==> src/rtl/pc_gen.sv <==
// Next-PC generator for the LEGv8 fetch stage.
// Contains the boot/run/halt sequencer, the prioritised PC select, the
// exception-link register and a circular return-address stack.
module pc_gen #(
  parameter int unsigned     PC_W      = 10,
  parameter int unsigned     INSTR_B   = 4,
  parameter logic [PC_W-1:0] RESET_PC  = '0,
  parameter logic [PC_W-1:0] EXC_VEC   = PC_W'('h200),
  parameter int unsigned     RAS_DEPTH = 4
) (
  input  logic            clk,
  input  logic            reset_n,
  input  logic            fetch_ready,
  input  logic            stall,
  input  logic            halt_req,
  input  logic            br_valid,
  input  logic [PC_W-1:0] br_target,
  input  logic            exc_valid,
  input  logic [PC_W-1:0] exc_pc,
  input  logic            eret,
  input  logic            ras_push,
  input  logic [PC_W-1:0] ras_push_addr,
  input  logic            ras_pop,
  output logic [PC_W-1:0] pc,
  output logic [PC_W-1:0] pc_plus,
  output logic            fetch_valid,
  output logic            align_fault,
  output logic [PC_W-1:0] elr,
  output logic            ras_empty
);

  localparam int unsigned     OFF_W = $clog2(INSTR_B);
  localparam int unsigned     PTR_W = $clog2(RAS_DEPTH);
  localparam int unsigned     CNT_W = PTR_W + 1;
  localparam logic [PC_W-1:0] STEP  = PC_W'(INSTR_B);
  localparam logic [CNT_W-1:0] FULL = CNT_W'(RAS_DEPTH);

  typedef enum logic [1:0] {
    S_BOOT = 2'd0,
    S_RUN  = 2'd1,
    S_HALT = 2'd2
  } state_e;

  state_e            state_q, state_d;
  logic [PC_W-1:0]   pc_q, pc_d;
  logic [PC_W-1:0]   pc_plus_q, pc_plus_d;
  logic [PC_W-1:0]   elr_q, elr_d;
  logic              fetch_valid_q, fetch_valid_d;
  logic              align_fault_q, align_fault_d;
  logic              ras_empty_q, ras_empty_d;
  logic [PC_W-1:0]   ras_q [RAS_DEPTH];
  logic [PTR_W-1:0]  top_q, top_d;
  logic [CNT_W-1:0]  cnt_q, cnt_d;
  logic              ras_wr_en;
  logic [PTR_W-1:0]  ras_wr_idx;
  logic              pop_en;
  logic              adv;
  logic              misaligned;

  assign adv        = fetch_valid_q & fetch_ready & ~stall;
  assign misaligned = br_valid & (br_target[OFF_W-1:0] != '0);

  // Sequencer and prioritised next-PC select; redirects bypass the handshake.
  always_comb begin
    state_d       = state_q;
    pc_d          = pc_q;
    elr_d         = elr_q;
    align_fault_d = 1'b0;
    pop_en        = 1'b0;
    case (state_q)
      S_BOOT: state_d = S_RUN;
      S_RUN, S_HALT: begin
        if (exc_valid) begin
          pc_d    = EXC_VEC;
          elr_d   = exc_pc;
          state_d = S_RUN;
        end else if (misaligned) begin
          pc_d          = EXC_VEC;
          elr_d         = br_target;
          align_fault_d = 1'b1;
          state_d       = S_RUN;
        end else if (eret) begin
          pc_d    = elr_q;
          state_d = S_RUN;
        end else if (br_valid) begin
          pc_d    = br_target;
          state_d = S_RUN;
        end else if (adv) begin
          pop_en = ras_pop;
          pc_d   = (ras_pop && !ras_empty_q) ? ras_q[top_q] : pc_plus_q;
          if (halt_req) state_d = S_HALT;
        end
      end
      default: state_d = S_BOOT;
    endcase
    pc_plus_d     = pc_d + STEP;
    fetch_valid_d = (state_d == S_RUN);
  end

  // RAS pointer/count update; push+pop replaces the top, full push drops the oldest.
  always_comb begin
    top_d      = top_q;
    cnt_d      = cnt_q;
    ras_wr_en  = 1'b0;
    ras_wr_idx = top_q;
    if (ras_push && pop_en) begin
      ras_wr_en  = 1'b1;
    end else if (ras_push) begin
      ras_wr_en  = 1'b1;
      ras_wr_idx = top_q + PTR_W'(1);
      top_d      = top_q + PTR_W'(1);
      if (cnt_q != FULL) cnt_d = cnt_q + CNT_W'(1);
    end else if (pop_en && (cnt_q != '0)) begin
      top_d = top_q - PTR_W'(1);
      cnt_d = cnt_q - CNT_W'(1);
    end
    ras_empty_d = (cnt_d == '0);
  end

  // State registers, cleared asynchronously.
  always_ff @(posedge clk or negedge reset_n) begin
    if (!reset_n) begin
      state_q       <= S_BOOT;
      pc_q          <= RESET_PC;
      pc_plus_q     <= RESET_PC + STEP;
      elr_q         <= '0;
      fetch_valid_q <= 1'b0;
      align_fault_q <= 1'b0;
      ras_empty_q   <= 1'b1;
      top_q         <= '0;
      cnt_q         <= '0;
    end else begin
      state_q       <= state_d;
      pc_q          <= pc_d;
      pc_plus_q     <= pc_plus_d;
      elr_q         <= elr_d;
      fetch_valid_q <= fetch_valid_d;
      align_fault_q <= align_fault_d;
      ras_empty_q   <= ras_empty_d;
      top_q         <= top_d;
      cnt_q         <= cnt_d;
    end
  end

  // RAS storage.
  always_ff @(posedge clk or negedge reset_n) begin
    if (!reset_n) begin
      for (int unsigned i = 0; i < RAS_DEPTH; i++) ras_q[PTR_W'(i)] <= '0;
    end else if (ras_wr_en) begin
      ras_q[ras_wr_idx] <= ras_push_addr;
    end
  end

  assign pc          = pc_q;
  assign pc_plus     = pc_plus_q;
  assign elr         = elr_q;
  assign fetch_valid = fetch_valid_q;
  assign align_fault = align_fault_q;
  assign ras_empty   = ras_empty_q;

endmodule

==> config.mk <==
export PLATFORM = sky130hd
export DESIGN_NAME = pc_gen
export DESIGN_NICKNAME = d
export VERILOG_FILES = /design/src/rtl/pc_gen.sv
export SDC_FILE = /design/constraint.sdc
export NUM_CORES = 1
export LEC_CHECK = 0
export ABC_AREA = 1
export ABC_CLOCK_PERIOD_IN_PS = 3470
export CORE_ASPECT_RATIO = 1.1
export CORE_UTILIZATION = 57
export CTS_CLUSTER_SIZE = 12
export DETAILED_ROUTE_END_ITERATION = 10
export GPL_TIMING_DRIVEN = 0
export PLACE_DENSITY = 0.84
export REMOVE_ABC_BUFFERS = 1
export SETUP_SLACK_MARGIN = 0.4
export SYNTH_ARGS = -nofsm -noshare
export SYNTH_HDL_FRONTEND = slang
export SYNTH_SLANG_ARGS = --single-unit
==> constraint.sdc <==
create_clock -name clk -period 3.47 [get_ports clk]
set_input_delay 0.694 -clock clk [delete_from_list [all_inputs] [get_ports clk]]
set_output_delay 0.694 -clock clk [all_outputs]
set_load 0.02 [all_outputs]
==> results of run 1 <==
==> flip-flops by register name, indices dropped and copies added, names as in the netlist, 2 cells and up <==
name / flops
pc_plus: 10
ras_q: 40
elr: 10
pc: 8
state_q: 2
cnt_q: 3
top_q: 2
==> path summary, 6_finish.rpt <==
check | slack (ps) | cells after the start | endpoint
worst max register to register | 790 | 14 | pc_plus[8]
worst max-delay path | 590 | 15 | pc_plus[8]
max in group asynchronous | 2560 | 2 | ras_empty
min in group clk | 490 | 2 | ras_q[3]
worst min-delay path | 270 | 1 | elr[1]
worst min register to register | 490 | 2 | ras_q[3]
==> power groups by stage <==
| stage | registers, W | logic [W] | clock network (W) |
|---|---|---|---|
| after floorplan | 0.00163 | 0.000895 | 0 |
| after global placement | 0.00153 | 0.00154 | 0 |
| after detailed placement | 0.00155 | 0.00160 | 0 |
| after CTS | 0.00153 | 0.00164 | 0.000607 |
| after global routing | 0.00158 | 0.00183 | 0.000650 |
| final | 0.00154 | 0.00164 | 0.000605 |
==> area by class of cell <==
cell class / count / area (um^2) / area share, %
Sequential cell: 78 / 1960 / 38.9
Multi-Input combinational cell: 371 / 1780 / 35.5
Timing Repair Buffer: 73 / 741 / 14.7
Inverter: 73 / 277 / 5.51
Clock buffer: 10 / 138 / 2.74
Tap cell: 85 / 106 / 2.12
Clock inverter: 4 / 25.0 / 0.498
==> per-stage QoR <==
| stage | worst slack (ps) | utilization (%) | hold WS, ps |
|---|---|---|---|
| after detailed placement | 72.0 | 68.7 | 473 |
| after floorplan | 1180 | - | 398 |
| final | 590 | 71.3 | 269 |
| after global routing | 453 | 71.3 | 304 |
| after global placement | -958 | 68.4 | 466 |
| after CTS | 424 | 71.1 | 292 |
==> cells in the final DEF, fill, tap and decap left out, types with 2 or more instances in the layout <==
cell type and count:
clkinv_2 2, clkbuf_8 10, nand2_2 2, xnor2_1 2
nor2_1 35, dfstp_2 2, xor2_1 5, clkinvlp_4 2
nand2_1 180, a31oi_1 6, a22o_1 2, inv_1 71
dfrtp_1 75, nor2_4 5, o21ai_0 57, clkdlybuf4s50_1 70
nand3_1 25, a21oi_1 24, o211ai_1 7, o22ai_1 2
ha_1 6
==> routing by layer <==
metal / global-route usage [%] / routed length [um] / vias to the layer above / share of wire, %
li1: - / - / 1832 / -
met1: 35.8 / 4230 / 1808 / 42
met2: 46.6 / 5100 / 123 / 50
met3: 4.00 / 454 / 26 / 4.5
met4: 14.3 / 371 / 0 / 3.7
met5: 0 / 0 / - / 0
==> worst max-delay path: cells and delay by family <==
kind            cells  cell delay (ps)
simple gates        9              900
buf+inv             3              840
compound gates      2              410
fa+ha+maj           1              240
==> cells in the mapped netlist, drive strengths merged (2+ instances only) <==
master,number
a21oi,25
a22o,2
a31oi,6
buf,21
clkbuf,6
dfrtp,76
dfstp,2
ha,6
inv,73
nand2,183
nand3,26
nor2,41
nor3,2
o211ai,7
o21ai,58
o22ai,2
xnor2,2
xor2,6
==> cell families after synthesis <==
family	synth area share (%)
adders and majority gates	1.81
xor gates and xnor gates	1.87
buffers and inverters	10.5
AOI/OAI and AO/OA	13.7
and+or+nand+nor	25.1
DFF	47.0
==> what timing repair did <==
action / in CTS / in global routing
endpoints found under the hold margin: 0 / 0
hold buffers: 0 / 0
setup endpoints to repair: 16 / 31
resized for setup: 2 / 3
==> flow_metrics.tcl, run 1 <==
set metrics [dict create \
    finalSetupTns_ps 0 \
    endpoint_kind "register" \
    power.switching_w 0.00160 \
    comb_power_share_pct 43.3 \
    tightest_slew_ps 786 \
    crit_path_start "fetch_ready" \
    wl_per_cell_um 14.6 \
    min_period_ps 2880 \
    drtAntennaViolNets 0 \
    synth.ff_latch_count 78 \
    drtIter0Drc 278 \
    setup_viol 0 \
    cts_setup_buffers 0 \
    dp_cells 680 \
    initial_core_util_pct 59.0 \
    first_pass_iters 5 \
    timing.final.crit_share_pct 83.0 \
    slew_violations 0 \
    first_global_vias 3573 \
    min_path_type "in2async" \
    overflow 0 \
    intPower_w 0.00218 \
    netlist_top_cells_area "dfrtp_1 (46%), nand2_1 (16%), o21ai_0 (6.9%), inv_1 (6.4%), nor2_1 (3.2%)" \
    fill_cells 565 \
    coreArea_um2 7050 \
    netlist_instances 549 \
    syn2layout_area_growth_pct 20.8 \
    grt_pass1_wl_um 16800 \
    root_buffer "clkbuf_8" \
    fin_skew_ps 15.3 \
    synth_cell_types 36 \
    numCtsBuffers 9 \
    postSynth.asyncResetShare_pct 100 \
    rsz0062_at_grt "false" \
    p_leak_nw 2.46 \
    port_buffers 72 \
    synth_ff_type "dfrtp_1" \
    design_area_um2 5020 \
    grt_usage_pct 28.0 \
    timing.critical_path.mode_cell "nand2_1" \
    grt_max_degree 45 \
    clock_power_share_pct 16.0 \
    num_io_pins 73 \
    drc 0 \
    clockBufferDepth 2 \
    drive_gt1_share_pct 5.58 \
    wirelength_um 10200 \
    cts_tree "built" \
    dieArea_um2 7640 \
    die_h_um 91.6 \
    antenna_found_initial 0 \
    synth_area_leader_cell "dfrtp_1" \
    share_seq_of_total_power_pct 40.7 \
    cp.required_ps 3710 \
    switching_share_pct 42.4 \
    clock_sinks 78 \
    hpwl_um 6890 \
    avgSynthCellArea_um2 7.57 \
    critPathArrivalTime_ps 3120 \
    criticalPathCategory "in2reg" \
    insertion_delay_ps 360 \
    crit_slowest_cell "clkdlybuf4s50_1" \
    nets 652 \
    peakVddDrop_v 0.000492 \
    placed_area_um2 4840 \
    slew_headroom_pct 47.5 \
    crit_chain "clkdlybuf4s50_1 -> nand2_1 -> nor2_4 -> inv_1 -> a21oi_1 -> nand2_1 -> nand2_1 -> nand2_1 -> a21oi_2 -> inv_1 -> ha_1 -> nand3_1 -> nor2_1 -> nand2_1 -> nand2_1" \
    vias 3789 \
    cts-htree-levels 3 \
    n_antenna_cell 0 \
    yosys.area.top_type_share_pct 45.7 \
    cellPowerDensity_nw_per_um2 753 \
    finalHoldViolations 0 \
    gp_congestion 0.834 \
    synth_warnings 0 \
    syn_area_um2 4160 \
    synth-seq-area-share_pct 47.0 \
    finalPower_w 0.00378 \
    cp-start-kind "input port" \
    die_x_um 83.4 \
    path_clk_slew_ps 80 \
    row_count 32 \
    stdcell_count 694 \
    status "finished, final reports clean" \
    critical_path.max_stage_delay_ps 450 \
    worstReg2RegStart "top_q[0]" \
    maxCapViolations 0 \
    cp_max_fo 14 \
    via_per_inst 5.46 \
    clock.fmax_ghz 0.347 \
    synth_edf_count 0 \
]
Note: power is estimated with default switching activity, not from simulation.
==> run 2: changes to the inputs <==
--- a/config.mk
+++ b/config.mk
@@ -6,13 +6,13 @@
 export NUM_CORES = 1
 export LEC_CHECK = 0
 export ABC_AREA = 1
-export ABC_CLOCK_PERIOD_IN_PS = 3470
+export ABC_CLOCK_PERIOD_IN_PS = 3000
 export CORE_ASPECT_RATIO = 1.1
-export CORE_UTILIZATION = 57
+export CORE_UTILIZATION = 53
 export CTS_CLUSTER_SIZE = 12
 export DETAILED_ROUTE_END_ITERATION = 10
 export GPL_TIMING_DRIVEN = 0
-export PLACE_DENSITY = 0.84
+export PLACE_DENSITY = 0.79
 export REMOVE_ABC_BUFFERS = 1
 export SETUP_SLACK_MARGIN = 0.4
 export SYNTH_ARGS = -nofsm -noshare
==> constraint.sdc (replaced) <==
create_clock -name clk -period 3 [get_ports clk]
set_input_delay 0.6 -clock clk [delete_from_list [all_inputs] [get_ports clk]]
set_output_delay 0.6 -clock clk [all_outputs]
set_load 0.02 [all_outputs]
==> flow_metrics.tcl, run 2 (same netlist as run 1, synthesis figures left out) <==
set metrics [dict create \
    cts_tree "built" \
    finalPower_w 0.00468 \
    overflow 0 \
    n_antenna_cell 0 \
    finalHoldViolations 0 \
    status "finished, final reports clean" \
    row_count 33 \
    fin_skew_ps 11.9 \
    num_io_pins 73 \
    min_path_type "in2async" \
    cp.buffers_inverters 2 \
    timing.final.crit_share_pct 83.6 \
    first_global_vias 3653 \
    die_x_um 86.5 \
    maxCapViolations 0 \
    slew_headroom_pct 57.7 \
    grt_usage_pct 26.4 \
    cp_top_family "simple AND/OR/NAND/NOR gates" \
    ctsHoldBuffers 0 \
    largest_register_ffs 40 \
    cp-start-kind "register" \
    antenna_found_initial 0 \
    critical_path.max_stage_delay_ps 470 \
    first_pass_iters 5 \
    clockBufferDepth 2 \
    finalSetupTns_ps 0 \
    p_leak_nw 2.56 \
    regMostFlops "ras_q" \
    peakVddDrop_v 0.000511 \
    die_h_um 94.9 \
    path_clk_slew_ps 80 \
    clock_sinks 78 \
    cp.required_ps 3200 \
    comb_power_share_pct 44.0 \
    hpwl_um 6860 \
    drive_gt1_share_pct 10.4 \
    slew_violations 0 \
    dieArea_um2 8200 \
    clock.fmax_ghz 0.399 \
    vias 3911 \
    cts-htree-levels 3 \
    insertion_delay_ps 340 \
    cellPowerDensity_nw_per_um2 885 \
    layout_setup_ws_ps 491 \
    hold_slack_ps 125 \
    clock_power_share_pct 17.7 \
    port_buffers 72 \
    drtAntennaViolNets 0 \
    grt_max_degree 62 \
    place_ws_ps -348 \
    syn2layout_area_growth_pct 27.2 \
    root_buffer "clkbuf_8" \
    tightest_slew_ps 632 \
    drc 0 \
    wl_per_cell_um 14.7 \
    setup_viol 0 \
    wirelength_um 10700 \
    rsz0062_at_grt "true" \
    min_period_ps 2510 \
    via_per_inst 5.36 \
    numCtsBuffers 9 \
    drtIter0Drc 365 \
    share_seq_of_total_power_pct 38.3 \
    fin_util_pct 70.4 \
    crit_slowest_cell "nand2_1" \
    power.switching_w 0.00194 \
    nets 667 \
    endpoint_kind "register" \
    initial_core_util_pct 55.3 \
    grt_pass1_wl_um 16700 \
    cp_max_fo 20 \
    final_cell_mix "nand2_1 (176), dfrtp_1 (74), inv_1 (68), clkdlybuf4s50_1 (68), o21ai_0 (56)" \
    critPathArrivalTime_ps 2710 \
    layout.cells.most_common "nand2_1" \
    coreArea_um2 7510 \
    intPower_w 0.00274 \
    gp_congestion 0.856 \
    crit_chain "inv_1 -> ha_1 -> inv_2 -> nor2_4 -> nand3_4 -> nand2_4 -> xor2_2 -> nor2_1 -> nand2_1 -> o21ai_0" \
    criticalPathCategory "reg2reg" \
    switching_share_pct 41.4 \
]
-- run 2: cell count changes in the layout (fill, tap and decap cells not counted), sizes merged --
| cell | previous run | this run |
|---|---|---|
| buf | 2 | 14 |
| nor2 | 41 | 44 |
| clkbuf | 10 | 12 |
| clkdlybuf4s50 | 70 | 68 |
| inv | 73 | 71 |
| bufinv | 0 | 1 |
| clkdlybuf4s15 | 0 | 1 |
| dlymetal6s2s | 1 | 2 |
-- run 2: final cells by class --
class / instances / area (um^2)
Clock inverter: 3 / 42.5
Inverter: 73 / 283
Clock buffer: 12 / 165
Multi-Input combinational cell: 374 / 1850
Timing Repair Buffer: 85 / 855
Fill cell: 585 / 2230
Sequential cell: 78 / 1960
Tap cell: 105 / 131
-- run 2: final timing paths --
check	from	end	slack, ps	cells past startpoint
setup / recovery	state_q[1]	ras_q[28]	490	10
hold / removal	reset_n	ras_q[38]	120	1
setup reg to reg	state_q[1]	ras_q[28]	490	10
hold reg to reg	ras_q[9]	ras_q[9]	480	2
max in group asynchronous	reset_n	ras_empty	2250	2
min in group clk	ras_q[9]	ras_q[9]	480	2
-- run 2: repair_timing --
item | 4_1_cts | 5_1_grt
resized for setup | 7 | 23
pin swaps | 2 | 5
buffers inserted | 8 | 4
cloned | 0 | 3
setup endpoints to repair | 47 | 45
-- run 2: metal layers --
layer  up-vias  track usage, %  share of wire (%)
li1       1877               -                  -
met4         0            12.9                4.0
met2       140            41.5                 47
met3        36            4.63                5.1
met1      1858            35.2                 44
met5         -               0                  0
-- run 2: power groups by stage --
stage	clock network, W	logic, W	registers [W]
5_1_grt	0.000875	0.00230	0.00184
6_report	0.000828	0.00206	0.00180
3_5_place_dp	0	0.00186	0.00179
3_3_place_gp	0	0.00179	0.00177
4_1_cts	0.000833	0.00191	0.00179
2_1_floorplan	0	0.00104	0.00189
-- run 2: metrics by stage --
stage / area [um^2] / std cells
floorplan: 4000 / 522
global placement: 4850 / 699
detailed placement: 4870 / 700
CTS: 5150 / 723
global route: 5290 / 730
finish: 5290 / 730
==> run 3: changes to the inputs <==
--- a/config.mk
+++ b/config.mk
@@ -6,7 +6,7 @@
 export NUM_CORES = 1
 export LEC_CHECK = 0
 export ABC_AREA = 1
-export ABC_CLOCK_PERIOD_IN_PS = 3000
+export ABC_CLOCK_PERIOD_IN_PS = 2500
 export CORE_ASPECT_RATIO = 1.1
 export CORE_UTILIZATION = 53
 export CTS_CLUSTER_SIZE = 12
==> constraint.sdc (replaced) <==
create_clock -name clk -period 2.5 [get_ports clk]
set_input_delay 0.5 -clock clk [delete_from_list [all_inputs] [get_ports clk]]
set_output_delay 0.5 -clock clk [all_outputs]
set_load 0.02 [all_outputs]
==> flow_metrics.tcl, run 3 (same netlist as run 1, synthesis figures left out) <==
set metrics [dict create \
    antenna_found_initial 0 \
    tightest_slew_ps 537 \
    finalPower_w 0.00622 \
    drtAntennaViolNets 0 \
    clock_power_share_pct 16.0 \
    layout.cells.most_common "nand2_1" \
    grt_usage_pct 29.1 \
    cts-htree-levels 3 \
    fill_cells 506 \
    dieArea_um2 8200 \
    row_count 33 \
    vias 4189 \
    path_clk_slew_ps 80 \
    num_io_pins 73 \
    critPathArrivalTime_ps 2330 \
    endpoint_kind "register" \
    status "finished, final reports clean" \
    clockBufferDepth 2 \
    root_buffer "clkbuf_8" \
    port_buffers 72 \
    via_per_inst 5.52 \
    min_period_ps 2100 \
    first_global_vias 3900 \
    rsz0062_at_grt "true" \
    syn2layout_area_growth_pct 37.6 \
    initial_core_util_pct 55.3 \
    gp_congestion 0.856 \
    numCtsBuffers 9 \
    layout_setup_ws_ps 400 \
    slew_headroom_pct 64.2 \
    peakVddDrop_v 0.000632 \
    drive_gt1_share_pct 20.0 \
    cts_tree "built" \
    grt_max_degree 62 \
    p_leak_nw 2.74 \
    wirelength_um 12100 \
    die_h_um 94.9 \
    largest_register_ffs 40 \
    finalHoldViolations 0 \
    hpwl_um 6860 \
    cp-start-kind "input port" \
    nets 696 \
    switching_share_pct 42.1 \
    intPower_w 0.00360 \
    comb_power_share_pct 50.0 \
    min_path_type "in2async" \
    n_antenna_cell 0 \
    grt_pass1_wl_um 18300 \
    insertion_delay_ps 350 \
    drc 0 \
    criticalPathCategory "in2reg" \
    regMostFlops "ras_q" \
    wl_per_cell_um 16.0 \
    drtIter0Drc 384 \
    clock_sinks 78 \
    coreArea_um2 7510 \
    place_ws_ps -748 \
    fin_skew_ps 10.8 \
    slew_violations 0 \
    die_x_um 86.5 \
    final_cell_mix "nand2_1 (158), dfrtp_1 (74), clkdlybuf4s50_1 (64), inv_1 (63), o21ai_0 (50)" \
    clock.fmax_ghz 0.476 \
    power.switching_w 0.00262 \
    r2r_setup_slack_ps 410 \
    cp_max_fo 8 \
    share_seq_of_total_power_pct 33.9 \
    first_pass_iters 6 \
    timing.final.crit_share_pct 84.0 \
    cellPowerDensity_nw_per_um2 1090 \
    setup_viol 0 \
    maxCapViolations 0 \
    overflow 0 \
    cp.required_ps 2730 \
]
[run 3: changes by cell type in the layout (fill, tap and decap cells not counted), sizes merged]
cell           delta
buf              +27
clkbuf            +3
clkdlybuf4s50     -4
clkinvlp          +1
dlygate4sd2       +1
inv               -1
nor2              +2
[run 3: timing repair]
| item | 4_1_cts | 5_1_grt |
|---|---|---|
| pin swaps | 16 | 30 |
| gates cloned | 5 | 1 |
| gates resized for setup | 55 | 55 |
| hold buffers | 0 | 0 |
| setup endpoints to repair | 74 | 50 |
| setup buffers | 25 | 13 |
[run 3: path summary, 6_finish.rpt]
kind | from | to | depth (start not counted)
hold / removal | reset_n | ras_q[18] | 1
setup / recovery | br_target[1] | pc_plus[8] | 12
max in group asynchronous | reset_n | ras_empty | 2
hold reg to reg | ras_q[9] | ras_q[9] | 2
setup reg to reg | top_q[0] | pc_plus[8] | 16
min in group clk | ras_q[9] | ras_q[9] | 2
[run 3: power groups by stage]
stage	registers (W)	clock network, W	logic (W)
detailed placement	0.00214	0	0.00223
floorplan	0.00226	0	0.00124
global placement	0.00213	0	0.00215
global route	0.00216	0.00105	0.00340
finish	0.00211	0.000998	0.00311
CTS	0.00211	0.000999	0.00271
[run 3: critical path, stage by stage]
cell and delay, ps:
clkdlybuf4s50_1 430, nand2_1 100, nand2_1 110, nor2_2 150, nand2_2 160, a21oi_2 200
a21oi_4 90, inv_2 100, ha_4 170, nand3_4 90, o21ai_2 160, nand2_1 70
[run 3: layout make-up]
type,count,area (um^2),area share (%)
Clock buffer,12,165,2.89
Clock inverter,3,42.5,0.743
Inverter,73,302,5.27
Multi-Input combinational cell,376,2050,35.7
Sequential cell,78,1960,34.3
Tap cell,105,131,2.30
Timing Repair Buffer,112,1070,18.8
[run 3: metal layers]
metal	part of all wire, %	GRT usage [%]	vias to the layer above
met5	0	0	-
met4	3.7	13.1	0
met3	6.5	4.98	44
met2	49	47.5	196
met1	41	38.1	2007
li1	-	-	1942
[run 3: through the flow]
step	cell area [um^2]	utilization, %	TNS, ps	hold slack [ps]	cells
detailed placement	4870	64.9	-28390	395	700
CTS	5490	73.0	0	26.2	745
global placement	4850	64.5	-161060	462	699
global route	5720	76.2	0	28.0	759
finish	5720	76.2	0	20.1	759
floorplan	4000	-	0	204	522
